**config.mk**
```make
export PLATFORM = sky130hd
export DESIGN_NAME = fdiv_flat
export DESIGN_NICKNAME = d
export VERILOG_FILES = /design/src/rtl/fdiv_if.sv /design/src/rtl/fdiv.sv /design/src/flat_wrapper.sv
export SDC_FILE = /design/constraint.sdc
export NUM_CORES = 1
export LEC_CHECK = 0
export ABC_AREA = 1
export CORE_MARGIN = 3
export CORE_UTILIZATION = 50
export CTS_CLUSTER_DIAMETER = 60
export DETAILED_ROUTE_END_ITERATION = 16
export PLACE_DENSITY = 0.75
export SLEW_MARGIN = 5
export SYNTH_ARGS = -nofsm -noshare
export SYNTH_HDL_FRONTEND = slang
export SYNTH_SLANG_ARGS = --single-unit
```
**constraint.sdc**
```tcl
create_clock -name clk -period 4.2 [get_ports clk]
set_input_delay 0.63 -clock clk [delete_from_list [all_inputs] [get_ports clk]]
set_output_delay 0.63 -clock clk [all_outputs]
set_load 0.01 [all_outputs]
```
**src/rtl/fdiv_if.sv**
```systemverilog
// FDIV operand/result handshake bundle.
// The master drives the operands and takes the quotient. The slave is the divider.
interface fdiv_if;
   logic [31:0] x1;
   logic [31:0] x2;
   logic        in_valid;
   logic        in_ready;
   logic [31:0] y;
   logic        y_valid;
   logic        y_ready;

   modport master (
      output x1, x2, in_valid, y_ready,
      input  in_ready, y, y_valid
   );

   modport slave (
      input  x1, x2, in_valid, y_ready,
      output in_ready, y, y_valid
   );
endinterface

```
**src/rtl/fdiv.sv**
```systemverilog
// FDIV: FP32 divider. It uses a 26-step restoring mantissa division and
// round-to-nearest-even.
// Only one operation is in flight at a time. The latency is fixed: y_valid
// rises 27 edges after accept. Zero and divide-by-zero operands take the same
// 27-edge path. Denormals are flushed to zero. Exponent 255 is an ordinary value.
module fdiv (
   input  logic  clk,
   input  logic  rst,
   fdiv_if.slave bus
);

   typedef enum logic [1:0] {IDLE, DIV, ROUND, DONE} state_t;

   state_t      state, state_nxt;
   logic [4:0]  cnt;        // quotient bits produced so far
   logic        sign;
   logic        z1;         // dividend is zero
   logic        z2;         // divisor is zero
   logic [7:0]  e1, e2;
   logic [23:0] m2;         // divisor mantissa with hidden one
   logic [24:0] rem;        // partial remainder, always < 2*m2
   logic [25:0] q;          // quotient bits, MSB first
   logic [31:0] y_q;

   logic        accept;
   logic [25:0] diff;
   logic        ge;

   // Rounding-stage signals
   logic [22:0]        man_pre;
   logic               guard, sticky, inc, carry;
   logic [23:0]        man_sum;
   logic signed [10:0] adj;
   logic signed [10:0] e;
   logic [31:0]        result;

   assign accept = bus.in_valid && (state == IDLE);

   // Every output is decoded from registers only. in_valid and y_ready have
   // no path to any output.
   assign bus.in_ready = (state == IDLE);
   assign bus.y_valid  = (state == DONE);
   assign bus.y        = y_q;

   // State register
   // NOTE: state-holding regs use non-blocking (<=) so every flop samples pre-edge values.
   always_ff @(posedge clk or posedge rst) begin
      if (rst) state <= IDLE;
      else     state <= state_nxt;
   end

   // Next-state logic
   // NOTE: default assigned first so no path through the case leaves state_nxt unassigned (no latch).
   always_comb begin
      state_nxt = state;
      unique case (state)
         IDLE:  if (accept)           state_nxt = DIV;
         DIV:   if (cnt == 5'd25)     state_nxt = ROUND;
         ROUND:                       state_nxt = DONE;
         DONE:  if (bus.y_ready)      state_nxt = IDLE;
         default:                     state_nxt = IDLE;
      endcase
   end

   // Trial subtraction. A clear borrow bit means the remainder covers the divisor.
   always_comb begin
      diff = {1'b0, rem} - {2'b00, m2};
      ge   = ~diff[25];
   end

   // Datapath: capture operands on accept, do one division step per DIV
   // cycle, and register the rounded result on the ROUND edge.
   // NOTE: the datapath is reset as well. A mid-operation reset then leaves no stale partial result behind.
   always_ff @(posedge clk or posedge rst) begin
      if (rst) begin
         cnt  <= '0;
         sign <= 1'b0;
         z1   <= 1'b0;
         z2   <= 1'b0;
         e1   <= '0;
         e2   <= '0;
         m2   <= '0;
         rem  <= '0;
         q    <= '0;
         y_q  <= '0;
      end else begin
         unique case (state)
            IDLE: if (accept) begin
               sign <= bus.x1[31] ^ bus.x2[31];
               z1   <= (bus.x1[30:23] == 8'd0);
               z2   <= (bus.x2[30:23] == 8'd0);
               e1   <= bus.x1[30:23];
               e2   <= bus.x2[30:23];
               rem  <= {2'b01, bus.x1[22:0]};
               m2   <= {1'b1, bus.x2[22:0]};
               q    <= '0;
               cnt  <= '0;
            end
            DIV: begin
               q   <= {q[24:0], ge};
               rem <= ge ? (diff[24:0] << 1) : (rem << 1);
               cnt <= cnt + 5'd1;
            end
            ROUND:   y_q <= result;
            default: ;
         endcase
      end
   end

   // Normalise, round to nearest even, compute the exponent, and select the result
   always_comb begin
      if (q[25]) begin
         man_pre = q[24:2];
         guard   = q[1];
         sticky  = q[0] | (|rem);
         adj     = 11'sd0;
      end else begin
         man_pre = q[23:1];
         guard   = q[0];
         sticky  = |rem;
         adj     = -11'sd1;
      end
      inc     = guard & (sticky | man_pre[0]);
      man_sum = {1'b0, man_pre} + {23'd0, inc};
      carry   = man_sum[23];   // on carry, man_sum[22:0] has wrapped to zero
      e       = $signed({3'b000, e1}) - $signed({3'b000, e2}) + 11'sd127
                + adj + $signed({10'd0, carry});

      if (z1)                 result = 32'h0000_0000;
      else if (z2)            result = {sign, 8'hFF, 23'd0};
      else if (e <= 11'sd0)   result = 32'h0000_0000;
      else if (e >= 11'sd255) result = {sign, 8'hFF, 23'd0};
      else                    result = {sign, e[7:0], man_sum[22:0]};
   end

endmodule

```
**src/flat_wrapper.sv**
```systemverilog
// flat-port wrapper written by rule: the top's interface ports become plain ports
module fdiv_flat 
  (clk, rst, bus_x1, bus_x2, bus_in_valid, bus_y_ready, bus_in_ready, bus_y, bus_y_valid);
  fdiv_if bus_i ();
  input  logic clk;
  input  logic rst;
  input wire logic [$bits(bus_i.x1)-1:0] bus_x1;
  input wire logic [$bits(bus_i.x2)-1:0] bus_x2;
  input wire logic [$bits(bus_i.in_valid)-1:0] bus_in_valid;
  input wire logic [$bits(bus_i.y_ready)-1:0] bus_y_ready;
  output wire logic [$bits(bus_i.in_ready)-1:0] bus_in_ready;
  output wire logic [$bits(bus_i.y)-1:0] bus_y;
  output wire logic [$bits(bus_i.y_valid)-1:0] bus_y_valid;
  assign bus_i.x1 = bus_x1;
  assign bus_i.x2 = bus_x2;
  assign bus_i.in_valid = bus_in_valid;
  assign bus_i.y_ready = bus_y_ready;
  assign bus_in_ready = bus_i.in_ready;
  assign bus_y = bus_i.y;
  assign bus_y_valid = bus_i.y_valid;
  fdiv u_core (.clk(clk), .rst(rst), .bus(bus_i));
endmodule
```
After elaboration in Yosys (flattened, before gate mapping)
Index checks and enable logic that the tools add are counted.

Register bits: 133. Output and inout port bits: 34.

Add/subtract/negate cells: 7. Order comparisons: 2. Equality and inequality tests: 7. Mux-type cells: 19. Bitwise logic cells: 5. Reduce and logical (&&, ||, !) cells: 9.

Operator list (number): $mux W32 (3); $pmux W26 S2 (1); $mux W25 (2); $pmux W25 S2 (1); $mux W31 (1); $mux W26 (1); $sub A25 B24 Y26 (1); $reduce_or A25 Y1 (1); $add A23 B1 Y24 (1); $mux W23 (1); $logic_not A8 Y1 (2); $add A11 B11 Y11 (1); $add A11 B2 Y11 (1); $add A11 B8 Y11 const B (1); $ge A11 B9 Y1 const B (1); $le A11 B1 Y1 const B (1); $mux W11 (1); $pmux W5 S2 (1); $sub A8 B8 Y9 (1); $pmux W2 S4 (1); $mux W2 (3); $add A5 B1 Y5 const B (1); $eq A5 B5 Y1 const B (1); $mux W5 (1); other kinds (14) (19).

Depth between registers and ports, before layout
Depth after elaboration: 12. Depth in mapped cells: 32. Mapped depth without buffers: 31.

Least setup slack after synthesis
OpenSTA, ideal clock, no wires.

Path kind: register to register. From: register u_core.q[25]. To: register u_core.y_q[24], in the netlist u_core.bus.y[24]. Setup time: 0.122 ns. Arrival: 3.880 ns. Path slack: 0.199 ns. Stages on the path, launching flop included: 28. Buffers on the path: 1. Period minus slack after synthesis: 4.001 ns. Path through: dfrtp_1 buf_6 inv_2 nand2_1 nand2_2 nand2_2 nor2_4 nand2_4 nor2_4 nand4_2 nor2_2 nand2_2 nor2_2 nand2_1 ha_1 inv_1 ha_1 inv_1 fa_1 xor2_1 nor2b_1 nand3_1 nor2_1 nand3_1 o21bai_4 nand2_2 nand2_1 o21ai_1.

Cells in the longest elaborated chain, start to end: 10. Elaborated cells on any way between the ends: 15. Classes of those cells: add/sub: 3; order compare: 2; mux: 8; bitwise: 2.

RTL lines: start: declaration (line fdiv.sv:22) `logic [25:0] q;`; start signal: assignment (line fdiv.sv:100) `q <= {q[24:0], ge};`; $mux W1 / $mux W23 (equally long branches) (line fdiv.sv:112) `if (q[25]) begin`; $or A1 B1 Y1 (line fdiv.sv:123) `inc = guard & (sticky | man_pre[0]);`; $and A1 B1 Y1 (line fdiv.sv:123); $add A23 B1 Y24 (line fdiv.sv:124) `man_sum = {1'b0, man_pre} + {23'd0, inc};`; $add A11 B2 Y11 (*) (line fdiv.sv:127) `+ adj + $signed({10'd0, carry});`; $ge A11 B9 Y1 (line fdiv.sv:132) `else if (e >= 11'sd255) result = {sign, 8'hFF, 23'd0};`; $mux W31 (line fdiv.sv:132); $mux W32 (*) (line fdiv.sv:131) `else if (e <= 11'sd0) result = 32'h0000_0000;`; $mux W32 (*) (line fdiv.sv:130) `else if (z2) result = {sign, 8'hFF, 23'd0};`; $mux W32 (*) (line fdiv.sv:129) `if (z1) result = 32'h0000_0000;`; end signal: assignment (line fdiv.sv:104) `ROUND: y_q <= result;`; end: declaration (line fdiv.sv:23) `logic [31:0] y_q;`.

Every way passes the cells marked *; elsewhere a longest branch is shown, timed or not. A chain may end at the register's enable or synchronous reset.

Final worst setup path
From: register u_core.q[25]. To: register u_core.y_q[10], in the netlist u_core.bus.y[10].

Cells in the longest elaborated chain, start to end: 10. Elaborated cells on any way between the ends: 15. Classes of those cells: add/sub: 3; order compare: 2; mux: 8; bitwise: 2.

RTL lines (line): $mux W1 / $mux W23 (equally long branches) (fdiv.sv:112); $or A1 B1 Y1 (fdiv.sv:123); $and A1 B1 Y1 (fdiv.sv:123); $add A23 B1 Y24 (fdiv.sv:124); $add A11 B2 Y11 (fdiv.sv:127); $ge A11 B9 Y1 (fdiv.sv:132); $mux W31 (fdiv.sv:132); $mux W32 (*) (fdiv.sv:131); $mux W32 (*) (fdiv.sv:130); $mux W32 (*) (fdiv.sv:129).

Marked as above.

==> results.toml <==
[outcome]
status = "finished with violations"
violations = "setup timing"

[cells_and_area]
finalInstanceArea_um2 = 11720
syn2layout_area_growth_pct = 28.45
nNetsFinal = 1541
diodes = 0
drive_above_1_share_pct = 13.76
fillers = 1476
multi_input_comb_area_um2 = 5187
final_util_pct = 66.58
register_area_um2 = 3329

[global_routing]
antenna_found_initial = 0
grt_pass1_vias = 8358
grt_usage_pct = 23.97
grt_max_degree = 71
grt_pass1_wl_mm = 39.01
grt_overflow = 0

[synthesis]
synthTopCellsByCount = "nand2_1, inv_1, dfrtp_1"
yosys.area.top_type = "dfrtp_1"
synth_edf_count = 0
synth_cell_types = 50
yosysWarnings = 0
synth_area_um2 = 9121
ys_seq_area_share_pct = 36.49
syn_area_per_cell_um2 = 7.262
yosys.cell_count.top_type = "nand2_1"
synth.area.top_cells = "dfrtp_1, nand2_1, ha_1"
syn_inst = 1256
synth-main-ff-cell = "dfrtp_1"
synth-seq-cells = 133
syn_nets = 1386
synth_top_area_share_pct = 36.49
synth_async_sr_flop_share_pct = 100.0

[clock_tree]
root_buffer = "clkbuf_16"
cts_tree = "yes"
cts_buffers = 17
cts.htree.levels = 4
hold_buffers = 0
clkSlewWorstSetupHoldPaths_ns = 0.07
clock_path_buffers = 2
clk_latency_ns = 0.43
cts_num_sinks = 133

[sta]
min_period_ns = 4.232
rsz0062_at_grt = "true"
slew_viol_final = 0
finalSetupViolations = 9
worst_clock_skew_ns = 0.01413
slew_headroom_pct = 38.17
worst_slew_pin_slew_ns = 0.9275
fin_ws_ns = -0.03235
fmax_mhz = 236.3
finalHoldViolations = 0
period_share_pct = 100.8

[critical_path]
worst_path_largest_cell_delay_ns = 0.44
critPathLaunchType = "flop"
setup.worst_path.end_class = "flop"
crit_required_ns = 4.51
worstSetupPathType = "flop to flop"
ff2ff_path_depth = 29
critPathTopFamily = "simple AND/OR/NAND/NOR gates"
cp_data_arrival_time_ns = 4.54
cp.depth = 29
cp_common_cell = "nor2_4"
path_max_fanout = 8
slowest_stage = "dfrtp_2"
cp_num_buf_inv = 6

[floorplanning]
start_util_pct = 51.83
io_pins = 102
die_x_um = 141.1
dieArea_um2 = 19900
fp.dieH_um = 141.1
coreArea_um2 = 17600
num_rows = 48

[routing]
vias_per_cell = 5.332
drt_wl_total_mm = 24.41
drt_iter0_drc = 550
routedWlPerCell_um = 14.80
drcViolationCount = 0
vias = 8792
drt.antenna.violating_nets = 0
dr.pass1.iters = 7

[placed_design]
gp_congestion = 0.9436
dpl_cell_area_um2 = 10670
dp_hpwl_mm = 17.57
port_buffers = 101
dp_slack_ns = 0.04341

[job]
cap_viol_max_count = 0

[worst_hold_path]
holdPathStages = 1
hp-class = "flop to flop"
-- registers in the layout (all words and copies together) (netlist names) --
register,flops
u_core.sign,1
u_core.m2,24
u_core.rem,25
u_core.e1,8
u_core.z1,1
u_core.state,2
u_core.z2,1
u_core.bus.y,32
u_core.cnt,5
u_core.q,26
u_core.e2,8
-- final timing paths --
kind / from / end / slack, ns
worst max-delay path: u_core.q[25]$_DFFE_PP0P_ / u_core.bus.y[10]$_DFFE_PP0P_ / -0.03
worst min-delay path: u_core.cnt[4]$_DFFE_PP0P_ / u_core.cnt[4]$_DFFE_PP0P_ / 0.46
min in group asynchronous: rst / u_core.bus.y[29]$_DFFE_PP0P_ / 0.76
max in group asynchronous: rst / u_core.bus.y[12]$_DFFE_PP0P_ / 2.61
worst min register to register: u_core.cnt[4]$_DFFE_PP0P_ / u_core.cnt[4]$_DFFE_PP0P_ / 0.46
worst max register to register: u_core.q[25]$_DFFE_PP0P_ / u_core.bus.y[10]$_DFFE_PP0P_ / -0.03
-- layout by cell type, fill, tap and decap left out, drive strengths merged, types with 2 or more instances in the layout --
cell             n
clkinvlp         4
buf             67
inv            180
o22ai           26
nor3            12
nand3b           4
nor2            98
or2              4
bufinv           2
xor2            15
nor4            10
a31oi            4
a21o             5
a21oi           89
nor3b            2
clkbuf          23
o21ai          122
o21bai           5
nand3           75
nand4           22
ha              59
clkinv           8
dfrtp          133
fa               3
clkdlybuf4s50  101
o211ai           3
xnor2           12
nand2          328
-- worst reg2reg max path, delay by kind of cell, from the launching register on --
| kind | cells | cell delay [ns] |
|---|---|---|
| buffers and inverters | 6 | 0.61 |
| flip-flops | 1 | 0.44 |
| AO/OA/AOI/OAI | 1 | 0.28 |
| AND/OR/NAND/NOR | 18 | 1.88 |
| adder cells (fa/ha/maj) | 3 | 0.72 |
| XOR/XNOR | 1 | 0.20 |
-- timing repair --
action / 4_1_cts / 5_1_grt
buffers inserted: 0 / 18
endpoints found under the setup margin: 0 / 32
gates resized for setup: 0 / 65
-- stage by stage --
stage / std cells / hold slack [ns] / setup TNS [ns]
after global placement: 1596 / 0.4447 / 0
after global routing: 1649 / 0.4852 / -7.123
final: 1649 / 0.4601 / -0.1191
after detailed placement: 1596 / 0.4542 / 0
after CTS: 1628 / 0.4629 / 0
after floorplan: 1256 / 0.4259 / 0
-- logic make-up (layout without fill, tap and decap cells) --
kind of cell             count (synthesis)  in the layout  share of synthesized area [%]
AO/OA/AOI/OAI                          260            260                          15.97
XOR/XNOR                                27             27                          2.593
adder cells (fa/ha/maj)                 62             62                          8.752
buffers and inverters                  218            385                          9.465
flip-flops                             133            133                          36.49
AND/OR/NAND/NOR                        556            557                          26.74
-- layer usage --
layer / part of all wire, % / routed length, µm / GRT usage, %
met1: 42 / 10350 / 29.32
met5: 0 / 0 / 0
met3: 4.4 / 1064 / 5.156
met2: 51 / 12370 / 42.11
met4: 2.5 / 612 / 7.649
-- final cells by class --
cell class | count | share of cell area (%)
multi-input combinational | 906 | 44.28
inverter | 183 | 5.991
sequential | 133 | 28.42
clock inverter | 11 | 1.079
tap | 225 | 2.403
timing repair buffer | 170 | 13.90
clock buffer | 21 | 3.930
Power is not shown: default switching activity piles up to over one toggle a cycle in this logic, so the estimate is an artifact.
